`config.mk`:
```
export PLATFORM = sky130hd
export DESIGN_NAME = mem_access_unit_flat
export DESIGN_NICKNAME = d
export VERILOG_FILES = /design/src/rtl/mem_access_pkg.sv /design/src/rtl/mem_access_unit_if.sv /design/src/rtl/mem_lane_align.sv /design/src/rtl/mem_access_unit.sv /design/src/flat_wrapper.sv
export SDC_FILE = /design/constraint.sdc
export NUM_CORES = 1
export LEC_CHECK = 0
export CAP_MARGIN = 25
export CORE_MARGIN = 8
export CORE_UTILIZATION = 46
export CTS_CLUSTER_DIAMETER = 80
export DETAILED_ROUTE_END_ITERATION = 10
export PLACE_DENSITY = 0.86
export SYNTH_ARGS = -nofsm -noshare
export SYNTH_HDL_FRONTEND = slang
export SYNTH_SLANG_ARGS = --single-unit
```
`constraint.sdc`:
```
create_clock -name clk -period 3.2 [get_ports clk]
set_input_delay 0.48 -clock clk [delete_from_list [all_inputs] [get_ports clk]]
set_output_delay 0.48 -clock clk [all_outputs]
set_load 0.1 [all_outputs]
```
`src/rtl/mem_access_pkg.sv`:
```
// Shared encodings for the load/store unit: access sizes, FSM states, default memory depth.
package mem_access_pkg;

  localparam int DM_DEPTH_DEFAULT = 64;

  localparam logic [1:0] SIZE_BYTE = 2'b00;
  localparam logic [1:0] SIZE_HALF = 2'b01;
  localparam logic [1:0] SIZE_WORD = 2'b10;

  typedef enum logic [1:0] {
    ST_IDLE = 2'b00,
    ST_RD   = 2'b01,
    ST_WR   = 2'b10,
    ST_RESP = 2'b11
  } state_t;

endpackage

```
`src/rtl/mem_access_unit_if.sv`:
```
// Pipeline-side request/response bus of the load/store unit.
interface mem_access_unit_if;

  logic        req_valid;
  logic        req_ready;
  logic        req_write;
  logic [1:0]  req_size;
  logic        req_unsigned;
  logic [31:0] req_addr;
  logic [31:0] req_wdata;
  logic        rsp_valid;
  logic [31:0] rsp_rdata;
  logic        rsp_err;

  modport master (
    output req_valid, req_write, req_size, req_unsigned, req_addr, req_wdata,
    input  req_ready, rsp_valid, rsp_rdata, rsp_err
  );

  modport slave (
    input  req_valid, req_write, req_size, req_unsigned, req_addr, req_wdata,
    output req_ready, rsp_valid, rsp_rdata, rsp_err
  );

endinterface

```
`src/rtl/mem_lane_align.sv`:
```
// Little-endian lane extract/extend for loads; the store lane merge exists only
// with MEM_ACCESS_UNIT_SUBWORD_EN defined.
module mem_lane_align
  import mem_access_pkg::*;
(
  input  logic [1:0]  i_size,
  input  logic        i_unsigned,
  input  logic [1:0]  i_addr_lo,
  input  logic [31:0] i_rdata,
`ifdef MEM_ACCESS_UNIT_SUBWORD_EN
  input  logic [31:0] i_wdata,
  output logic [31:0] o_merged,
`endif
  output logic [31:0] o_load_data
);

  logic [7:0]  w_byte;
  logic [15:0] w_half;

  assign w_byte = i_rdata[{i_addr_lo, 3'b000} +: 8];
  assign w_half = i_addr_lo[1] ? i_rdata[31:16] : i_rdata[15:0];

  always_comb begin
    o_load_data = i_rdata;
    case (i_size)
      SIZE_BYTE: o_load_data = {{24{~i_unsigned & w_byte[7]}}, w_byte};
      SIZE_HALF: o_load_data = {{16{~i_unsigned & w_half[15]}}, w_half};
      default:   o_load_data = i_rdata;
    endcase
  end

`ifdef MEM_ACCESS_UNIT_SUBWORD_EN
  always_comb begin
    o_merged = i_rdata;
    case (i_size)
      SIZE_BYTE: o_merged[{i_addr_lo, 3'b000} +: 8]        = i_wdata[7:0];
      SIZE_HALF: o_merged[{i_addr_lo[1], 4'b0000} +: 16]   = i_wdata[15:0];
      default:   o_merged = i_wdata;
    endcase
  end
`endif

endmodule

```
`src/rtl/mem_access_unit.sv`:
```
// Load/store unit between the pipeline and a single-ported word data memory.
// Byte/half accesses (read-modify-write stores) only with MEM_ACCESS_UNIT_SUBWORD_EN.
//
// state   | meaning
// IDLE    | ready for a request
// RD      | Mem_Read strobe; word captured at the closing edge
// WR      | single Mem_Write strobe
// RESP    | rsp_valid pulse
module mem_access_unit
  import mem_access_pkg::*;
#(
  parameter int DM_DEPTH = DM_DEPTH_DEFAULT
)
(
  input  logic              clk,
  input  logic              rst_n,
  mem_access_unit_if.slave  bus,
  output logic [31:0]       Mem_ID,
  output logic              Mem_Write,
  output logic              Mem_Read,
  output logic [31:0]       Mem_WData,
  input  logic [31:0]       Mem_RData
);

  localparam logic [31:0] DM_DEPTH_W = 32'(DM_DEPTH);

  state_t      r_state;
  logic        r_write;
  logic [1:0]  r_size;
  logic        r_unsigned;
  logic [1:0]  r_addr_lo;
  logic [31:0] r_mem_id;
  logic [31:0] r_mem_wdata;
  logic        r_mem_read;
  logic        r_mem_write;
  logic        r_rsp_valid;
  logic        r_rsp_err;
  logic [31:0] r_rsp_rdata;

  logic        w_accept;
  logic        w_size_err;
  logic        w_range_err;
  logic        w_req_err;
  logic [31:0] w_load_data;
`ifdef MEM_ACCESS_UNIT_SUBWORD_EN
  logic [31:0] w_merged;
`endif

  assign w_accept = bus.req_valid && (r_state == ST_IDLE);

  always_comb begin
    w_size_err = 1'b1;
    case (bus.req_size)
`ifdef MEM_ACCESS_UNIT_SUBWORD_EN
      SIZE_BYTE: w_size_err = 1'b0;
      SIZE_HALF: w_size_err = bus.req_addr[0];
`endif
      SIZE_WORD: w_size_err = (bus.req_addr[1:0] != 2'b00);
      default:   w_size_err = 1'b1;
    endcase
  end

  assign w_range_err = ({2'b00, bus.req_addr[31:2]} >= DM_DEPTH_W);
  assign w_req_err   = w_size_err || w_range_err;

  // Mem_WData doubles as the registered store data until the merge replaces it.
  mem_lane_align u_lane_align (
    .i_size      (r_size),
    .i_unsigned  (r_unsigned),
    .i_addr_lo   (r_addr_lo),
    .i_rdata     (Mem_RData),
`ifdef MEM_ACCESS_UNIT_SUBWORD_EN
    .i_wdata     (r_mem_wdata),
    .o_merged    (w_merged),
`endif
    .o_load_data (w_load_data)
  );

  always_ff @(posedge clk) begin
    if (!rst_n) begin
      r_state     <= ST_IDLE;
      r_write     <= 1'b0;
      r_size      <= SIZE_WORD;
      r_unsigned  <= 1'b0;
      r_addr_lo   <= 2'b00;
      r_mem_id    <= '0;
      r_mem_wdata <= '0;
      r_mem_read  <= 1'b0;
      r_mem_write <= 1'b0;
      r_rsp_valid <= 1'b0;
      r_rsp_err   <= 1'b0;
      r_rsp_rdata <= '0;
    end else begin
      r_mem_read  <= 1'b0;
      r_mem_write <= 1'b0;
      r_rsp_valid <= 1'b0;
      case (r_state)
        ST_IDLE: begin
          if (w_accept) begin
            r_write    <= bus.req_write;
            r_size     <= bus.req_size;
            r_unsigned <= bus.req_unsigned;
            r_addr_lo  <= bus.req_addr[1:0];
            if (w_req_err) begin
              r_state     <= ST_RESP;
              r_rsp_valid <= 1'b1;
              r_rsp_err   <= 1'b1;
              r_rsp_rdata <= '0;
            end else begin
              r_mem_id <= {2'b00, bus.req_addr[31:2]};
              if (bus.req_write) r_mem_wdata <= bus.req_wdata;
              if (bus.req_write && (bus.req_size == SIZE_WORD)) begin
                r_state     <= ST_WR;
                r_mem_write <= 1'b1;
              end else begin
                r_state    <= ST_RD;
                r_mem_read <= 1'b1;
              end
            end
          end
        end
        ST_RD: begin
`ifdef MEM_ACCESS_UNIT_SUBWORD_EN
          if (r_write) begin
            r_state     <= ST_WR;
            r_mem_write <= 1'b1;
            r_mem_wdata <= w_merged;
          end else
`endif
          begin
            r_state     <= ST_RESP;
            r_rsp_valid <= 1'b1;
            r_rsp_err   <= 1'b0;
            r_rsp_rdata <= r_write ? 32'h0 : w_load_data;
          end
        end
        ST_WR: begin
          r_state     <= ST_RESP;
          r_rsp_valid <= 1'b1;
          r_rsp_err   <= 1'b0;
          r_rsp_rdata <= '0;
        end
        default: r_state <= ST_IDLE;
      endcase
    end
  end

  assign bus.req_ready = (r_state == ST_IDLE);
  assign bus.rsp_valid = r_rsp_valid;
  assign bus.rsp_err   = r_rsp_err;
  assign bus.rsp_rdata = r_rsp_rdata;
  assign Mem_ID        = r_mem_id;
  assign Mem_Read      = r_mem_read;
  assign Mem_Write     = r_mem_write;
  assign Mem_WData     = r_mem_wdata;

endmodule

```
`src/flat_wrapper.sv`:
```
// flat-port wrapper written by rule: the top's interface ports become plain ports
module mem_access_unit_flat import mem_access_pkg::*;
#(
  parameter int DM_DEPTH = DM_DEPTH_DEFAULT
)
  (clk, rst_n, Mem_ID, Mem_Write, Mem_Read, Mem_WData, Mem_RData, bus_req_valid, bus_req_write, bus_req_size, bus_req_unsigned, bus_req_addr, bus_req_wdata, bus_req_ready, bus_rsp_valid, bus_rsp_rdata, bus_rsp_err);
  mem_access_unit_if bus_i ();
  input  logic clk;
  input  logic rst_n;
  output logic [31:0] Mem_ID;
  output logic Mem_Write;
  output logic Mem_Read;
  output logic [31:0] Mem_WData;
  input  logic [31:0] Mem_RData;
  input wire logic [$bits(bus_i.req_valid)-1:0] bus_req_valid;
  input wire logic [$bits(bus_i.req_write)-1:0] bus_req_write;
  input wire logic [$bits(bus_i.req_size)-1:0] bus_req_size;
  input wire logic [$bits(bus_i.req_unsigned)-1:0] bus_req_unsigned;
  input wire logic [$bits(bus_i.req_addr)-1:0] bus_req_addr;
  input wire logic [$bits(bus_i.req_wdata)-1:0] bus_req_wdata;
  output wire logic [$bits(bus_i.req_ready)-1:0] bus_req_ready;
  output wire logic [$bits(bus_i.rsp_valid)-1:0] bus_rsp_valid;
  output wire logic [$bits(bus_i.rsp_rdata)-1:0] bus_rsp_rdata;
  output wire logic [$bits(bus_i.rsp_err)-1:0] bus_rsp_err;
  assign bus_i.req_valid = bus_req_valid;
  assign bus_i.req_write = bus_req_write;
  assign bus_i.req_size = bus_req_size;
  assign bus_i.req_unsigned = bus_req_unsigned;
  assign bus_i.req_addr = bus_req_addr;
  assign bus_i.req_wdata = bus_req_wdata;
  assign bus_req_ready = bus_i.req_ready;
  assign bus_rsp_valid = bus_i.rsp_valid;
  assign bus_rsp_rdata = bus_i.rsp_rdata;
  assign bus_rsp_err = bus_i.rsp_err;
  mem_access_unit #(.DM_DEPTH(DM_DEPTH)) u_core (.clk(clk), .rst_n(rst_n), .bus(bus_i), .Mem_ID(Mem_ID), .Mem_Write(Mem_Write), .Mem_Read(Mem_Read), .Mem_WData(Mem_WData), .Mem_RData(Mem_RData));
endmodule
```
==> impl_metrics.py, run 1 <==
metrics = {
    "clocking": {
        "clk_pin_slew_worst_paths_ns": 0.11,
        "cts_buffers": 9,
        "cts_tree": "built",
        "post_cts_buffers": 0,
        "clock_latency_ns": 0.36,
        "hold_buffers": 0,
        "clock-sinks": 106,
        "htreeDepth": 3,
        "ctsResizeCount": 0,
        "root_buffer": "clkbuf_8",
        "cts_buffer_depth": 2,
    },
    "logic_synthesis": {
        "synth_flop_cell": "dfxtp_1",
        "synth_area_mm2": 0.00473,
        "avgSynthCellArea_um2": 8.81,
        "synthArstFlopShare_pct": 0,
        "synth_cells": 537,
        "synth_edf_count": 0,
        "synth-seq-cells": 106,
        "synth_area_leader_cell": "dfxtp_1",
        "yosysUniqueCellTypes": 49,
        "synth_top_area_share_pct": 44.8,
        "ys_seq_area_share_pct": 44.8,
        "synthTopCellsByArea": "dfxtp_1 45%, nand2_1 8.4%, o21ai_2 5.4%, a221o_1 5.1%, nand3_1 4.0%",
        "yosys_warnings": 0,
    },
    "floorplan": {
        "die_h_um": 117,
        "rows": 37,
        "ioPinCount": 204,
        "start_util_pct": 46.7,
        "die_w_um": 117,
        "dieArea_mm2": 0.0138,
        "core_area_mm2": 0.0101,
    },
    "detailed_routing": {
        "final_antenna_net_count": 0,
        "first_pass_iters": 8,
        "drc": 0,
        "vias_per_cell": 5.42,
        "finalWirelength_mm": 14.6,
        "vias": 4606,
        "first_iter_violations": 338,
        "avgRoutedWirePerCell_um": 17.2,
    },
    "critical_path": {
        "critical_path_class": "in2reg",
        "cp_top_family": "simple AND/OR/NAND/NOR gates",
        "cpPeakStageDelay_ns": 0.54,
        "critical_path_buf_inv_count": 1,
        "crit_required_ns": 3.46,
        "critical_path.cell_chain": "clkdlybuf4s50_1 -> nor4b_2 -> nand4_2 -> nor3_2 -> nand2_1 -> and3_1",
        "end_kind": "register",
        "start_kind": "primary input",
        "cp_data_arrival_time_ns": 2.75,
        "critical-path-slowest-cell": "clkdlybuf4s50_1",
        "worstPathMaxFanout": 24,
    },
    "timing": {
        "relSlewSlack_pct": 31.7,
        "finClkSkew_ns": 0.0120,
        "period_needed_ns": 2.49,
        "slew_viol_final": 0,
        "hold_violations": 0,
        "fin_setup_tns_ns": 0,
        "setup_violations": 0,
        "fin_crit_sh_pct": 77.7,
        "rsz0062_at_grt": "false",
        "hold_ws_ns": 0.459,
        "worst_pin_slew_ns": 1.02,
        "max_freq_mhz": 402,
    },
    "layout": {
        "final_layout_size_suffix_gt1_share_pct": 16.0,
        "diodes": 0,
        "finalCoreUtilization_pct": 67.2,
        "syn2layout_area_growth_pct": 43.9,
        "final_nets": 815,
        "layout_commonest_cell": "clkdlybuf4s50_1",
        "mostFrequentLayoutCells": "156 x clkdlybuf4s50_1, 106 x nand2_1, 106 x dfxtp_1",
    },
    "global_route": {
        "grt_pass1_vias": 4662,
        "grt_usage_pct": 20.6,
        "antenna_found_initial": 0,
        "grt.overflow.total": 0,
        "grt_pass1_wl_mm": 23.7,
        "grt_start_max_net_pins": 97,
    },
    "placement": {
        "routabilityCongestion": 0.856,
        "dp_hpwl_mm": 11.1,
        "port_buffers": 201,
    },
    "power": {
        "total_power_mw": 3.79,
        "ir_worst_vdd_mv": 0.503,
        "leakage_nw": 2.66,
        "p_per_area_mw_per_mm2": 557,
    },
    "flow_run": {
        "maxCapViolations": 0,
    },
    "hold_path": {
        "hold_class": "reg2reg",
    },
    "outcome": {
        "status": "finished clean",
    },
}
==> registers in the layout, indices dropped and copies added (netlist names), 2 cells and up <==
name and count:
u_core.r_state 2, u_core.r_size 2, u_core.bus.rsp_rdata 32, u_core.Mem_ID 30, u_core.Mem_WData 32, u_core.r_addr_lo 2
==> final timing paths <==
| kind | startpoint | end | slack, ns | cells past startpoint |
|---|---|---|---|---|
| worst min-delay path | u_core.Mem_WData[24] | u_core.Mem_WData[24] | 0.46 | 2 |
| worst max register to register | u_core.r_size[0] | u_core.bus.rsp_rdata[7] | 0.98 | 5 |
| worst min register to register | u_core.Mem_WData[24] | u_core.Mem_WData[24] | 0.46 | 2 |
| worst max-delay path | bus_req_size[1] | u_core.Mem_ID[18] | 0.71 | 6 |
==> worst min-delay path: cells and delay by family, from the launching register on <==
family	cells	cell delay, ns
AOI/OAI and AO/OA	1	0.05
and+or+nand+nor	1	0.05
DFF	1	0.32
==> report_power, final <==
part / internal, mW / leakage, nW / switching [mW] / total, mW
registers: 1.41 / 0.857 / 0.0800 / 1.49
clock network: 0.303 / 0.0922 / 0.484 / 0.787
logic: 0.446 / 1.71 / 1.07 / 1.52
==> per-layer routing <==
layer  global-route usage, %  vias up  routed length [um]
met5                       0        -                   0
met3                    7.91       20                1290
met4                    6.49        0                 267
met2                    35.0      186                7180
met1                    23.2     2139                5890
li1                        -     2261                   -
==> metrics by stage <==
stage	area, um2	setup WS [ns]	instances
floorplan	4740	0.607	538
global placement	6620	0.434	834
detailed placement	6620	0.308	834
CTS	6810	0.715	850
global route	6810	0.534	850
finish	6810	0.714	850
==> layout make-up <==
| type | instances | area [um2] |
|---|---|---|
| fill | 825 | 3330 |
| clock inverter | 6 | 61.3 |
| tap | 136 | 170 |
| multi-input combinational | 377 | 2310 |
| timing repair buffer | 211 | 2000 |
| sequential | 106 | 2120 |
| clock buffer | 10 | 128 |
| inverter | 4 | 15.0 |
==> cells in the mapped netlist (2+ instances only) <==
cell	n
a22oi_1	8
inv_1	4
nand3_1	38
nand2_1	106
dfxtp_1	106
o221ai_1	7
buf_4	2
a221o_1	24
nor3_1	9
clkbuf_1	30
mux2i_1	9
a21oi_1	15
o21ai_1	7
nand3_2	3
nor2b_1	10
ha_1	3
and3_1	25
a22o_1	3
a21o_1	9
nor4_2	2
nor4_1	6
o21ai_0	30
nor2_1	8
a21boi_0	5
nor4_4	2
o21ai_2	29
buf_6	8
buf_2	8
==> kinds of logic after synthesis <==
kind of cell             after synthesis  share of synthesized area [%]
AND/OR/NAND/NOR                      220                           23.6
adder cells (fa/ha/maj)                3                          0.793
flip-flops                           106                           44.8
multiplexers                          10                           2.14
other                                  1                         0.0792
buffers and inverters                 55                           6.34
AO/OA/AOI/OAI                        142                           22.3
Note: power is estimated with default switching activity, not from simulation.
==> inputs of run 2 (changes only) <==
--- a/config.mk
+++ b/config.mk
@@ -7,10 +7,10 @@
 export LEC_CHECK = 0
 export CAP_MARGIN = 25
 export CORE_MARGIN = 8
-export CORE_UTILIZATION = 46
+export CORE_UTILIZATION = 43
 export CTS_CLUSTER_DIAMETER = 80
 export DETAILED_ROUTE_END_ITERATION = 10
-export PLACE_DENSITY = 0.86
+export PLACE_DENSITY = 0.81
 export SYNTH_ARGS = -nofsm -noshare
 export SYNTH_HDL_FRONTEND = slang
 export SYNTH_SLANG_ARGS = --single-unit
==> constraint.sdc (replaced) <==
create_clock -name clk -period 2.4 [get_ports clk]
set_input_delay 0.36 -clock clk [delete_from_list [all_inputs] [get_ports clk]]
set_output_delay 0.36 -clock clk [all_outputs]
set_load 0.1 [all_outputs]
==> impl_metrics.py, run 2 (synthesis results as in run 1) <==
metrics = {
    "clocking": {
        "clk_pin_slew_worst_paths_ns": 0.10,
        "clock_latency_ns": 0.37,
        "root_buffer": "clkbuf_8",
        "htreeDepth": 3,
        "post_cts_buffers": 0,
        "cts_buffer_depth": 2,
        "clock-sinks": 106,
        "cts_buffers": 9,
        "hold_buffers": 0,
        "cts_tree": "built",
        "ctsResizeCount": 0,
    },
    "global_route": {
        "antenna_found_initial": 0,
        "grt_start_max_net_pins": 63,
        "grt_usage_pct": 19.7,
        "grt_pass1_wl_mm": 23.5,
        "grt.overflow.total": 0,
        "grt_pass1_vias": 4783,
    },
    "detailed_routing": {
        "vias": 4662,
        "final_antenna_net_count": 0,
        "drc": 0,
        "vias_per_cell": 5.31,
        "first_iter_violations": 255,
        "first_pass_iters": 5,
        "avgRoutedWirePerCell_um": 16.9,
        "finalWirelength_mm": 14.9,
    },
    "critical_path": {
        "rr_worst_depth": 5,
        "worstPathMaxFanout": 19,
        "end_kind": "register",
        "start_kind": "primary input",
        "critical_path_class": "in2reg",
        "crit_required_ns": 2.70,
        "cp_data_arrival_time_ns": 2.37,
    },
    "floorplan": {
        "start_util_pct": 43.9,
        "dieArea_mm2": 0.0146,
        "core_area_mm2": 0.0108,
        "rows": 38,
        "die_h_um": 121,
        "ioPinCount": 204,
        "die_w_um": 121,
    },
    "timing": {
        "setup_violations": 0,
        "worst_pin_slew_ns": 0.632,
        "rsz0062_at_grt": "false",
        "fin_crit_sh_pct": 86.3,
        "max_freq_mhz": 483,
        "timing.final.ws_setup_ns": 0.330,
        "fin_setup_tns_ns": 0,
        "hold_violations": 0,
        "relSlewSlack_pct": 57.8,
        "slew_viol_final": 0,
        "period_needed_ns": 2.07,
        "finClkSkew_ns": 0.0120,
    },
    "layout": {
        "layout_commonest_cell": "buf_4",
        "mostFrequentLayoutCells": "129 x buf_4, 106 x nand2_1, 106 x dfxtp_1",
        "fill_cells": 892,
        "final_nets": 839,
        "syn2layout_area_growth_pct": 46.0,
        "diodes": 0,
        "final_layout_size_suffix_gt1_share_pct": 26.3,
    },
    "power": {
        "total_power_mw": 5.24,
        "p_per_area_mw_per_mm2": 758,
        "ir_worst_vdd_mv": 0.552,
        "p_switching_mw": 2.17,
        "leakage_nw": 2.92,
        "seqPwrFrac_pct": 37.6,
        "comb_power_share_pct": 40.7,
        "internal-power_mw": 3.07,
        "clkPwrFrac_pct": 21.7,
        "p_sw_share_pct": 41.3,
    },
    "placement": {
        "port_buffers": 201,
        "dp_hpwl_mm": 11.4,
        "routabilityCongestion": 0.880,
        "place_ws_ns": -0.0647,
    },
    "flow_run": {
        "maxCapViolations": 0,
    },
    "hold_path": {
        "worst_hold_path.num_cells": 2,
        "hold_class": "in2reg",
    },
    "outcome": {
        "status": "finished clean",
    },
}
==> run 2: cell count changes in the layout (fill, tap and decap cells not counted) <==
| cell | delta |
|---|---|
| buf_4 | +76 |
| clkdlybuf4s50_1 | -55 |
| buf_12 | +3 |
| bufinv_16 | +1 |
| clkbuf_8 | +1 |
| clkinv_2 | +1 |
| clkinv_8 | -1 |
| clkinvlp_4 | -1 |
| ha_1 | -1 |
| ha_2 | +1 |
| inv_8 | -1 |
==> run 2: metal layers <==
layer  wire, um  vias to the layer above  global-route usage (%)
met5          0                        -                       0
met4        335                        0                    8.35
met3       1360                       26                    6.47
met2       7020                      190                    32.8
met1       6140                     2146                    22.8
li1           -                     2300                       -
==> run 2: through the flow <==
step                      util (%)  cells  cell area, um2  hold WS [ns]
final                         64.0    878            6910         0.353
after global routing          64.0    878            6910         0.360
after CTS                     64.0    878            6910         0.330
after detailed placement      62.2    862            6710         0.454
after global placement        62.2    862            6710         0.443
after floorplan                  -    538            4740         0.443
==> run 2: cell type report <==
| class | count | area [um2] | share of cell area (%) |
|---|---|---|---|
| Multi-Input combinational cell | 377 | 2320 | 33.5 |
| Sequential cell | 106 | 2120 | 30.7 |
| Timing Repair Buffer | 235 | 2080 | 30.1 |
| Tap cell | 140 | 175 | 2.53 |
| Clock buffer | 11 | 141 | 2.05 |
| Clock inverter | 5 | 61.3 | 0.887 |
| Inverter | 4 | 15.0 | 0.217 |
==> run 2: path summary, 6_finish.rpt <==
kind | startpoint | endpoint | slack [ns]
max | bus_req_addr[9] | u_core.Mem_WData[27] | 0.33
min | rst_n | u_core.r_size[1] | 0.35
max reg2reg | u_core.r_addr_lo[1] | u_core.bus.rsp_rdata[12] | 0.48
min reg2reg | u_core.Mem_WData[25] | u_core.Mem_WData[25] | 0.47
==> run 2: power by group through the flow <==
| stage | sequential [mW] | combinational [mW] | clock, mW |
|---|---|---|---|
| finish | 1.97 | 2.13 | 1.14 |
| global route | 1.99 | 2.24 | 1.25 |
| CTS | 1.97 | 2.13 | 1.17 |
| detailed placement | 2.01 | 2.12 | 0 |
| global placement | 2.00 | 2.09 | 0 |
| floorplan | 2.59 | 0.884 | 0 |
==> run 2: critical path, cell delays in order <==
cell and delay (ns):
clkdlybuf4s50_1 0.44, nor4_1 0.38, buf_4 0.17, nand3_1 0.06, buf_4 0.18, nor4_4 0.25
buf_12 0.20, buf_12 0.15, nand3_1 0.10, o21ai_2 0.09
==> inputs of run 3 (changes only) <==
--- a/config.mk
+++ b/config.mk
@@ -10,6 +10,7 @@
 export CORE_UTILIZATION = 43
 export CTS_CLUSTER_DIAMETER = 80
 export DETAILED_ROUTE_END_ITERATION = 10
+export HOLD_SLACK_MARGIN = 0.03
 export PLACE_DENSITY = 0.81
 export SYNTH_ARGS = -nofsm -noshare
 export SYNTH_HDL_FRONTEND = slang
==> results of run 3 <==
Same layout as run 2: the final DEF is identical, and so are final timing and power.
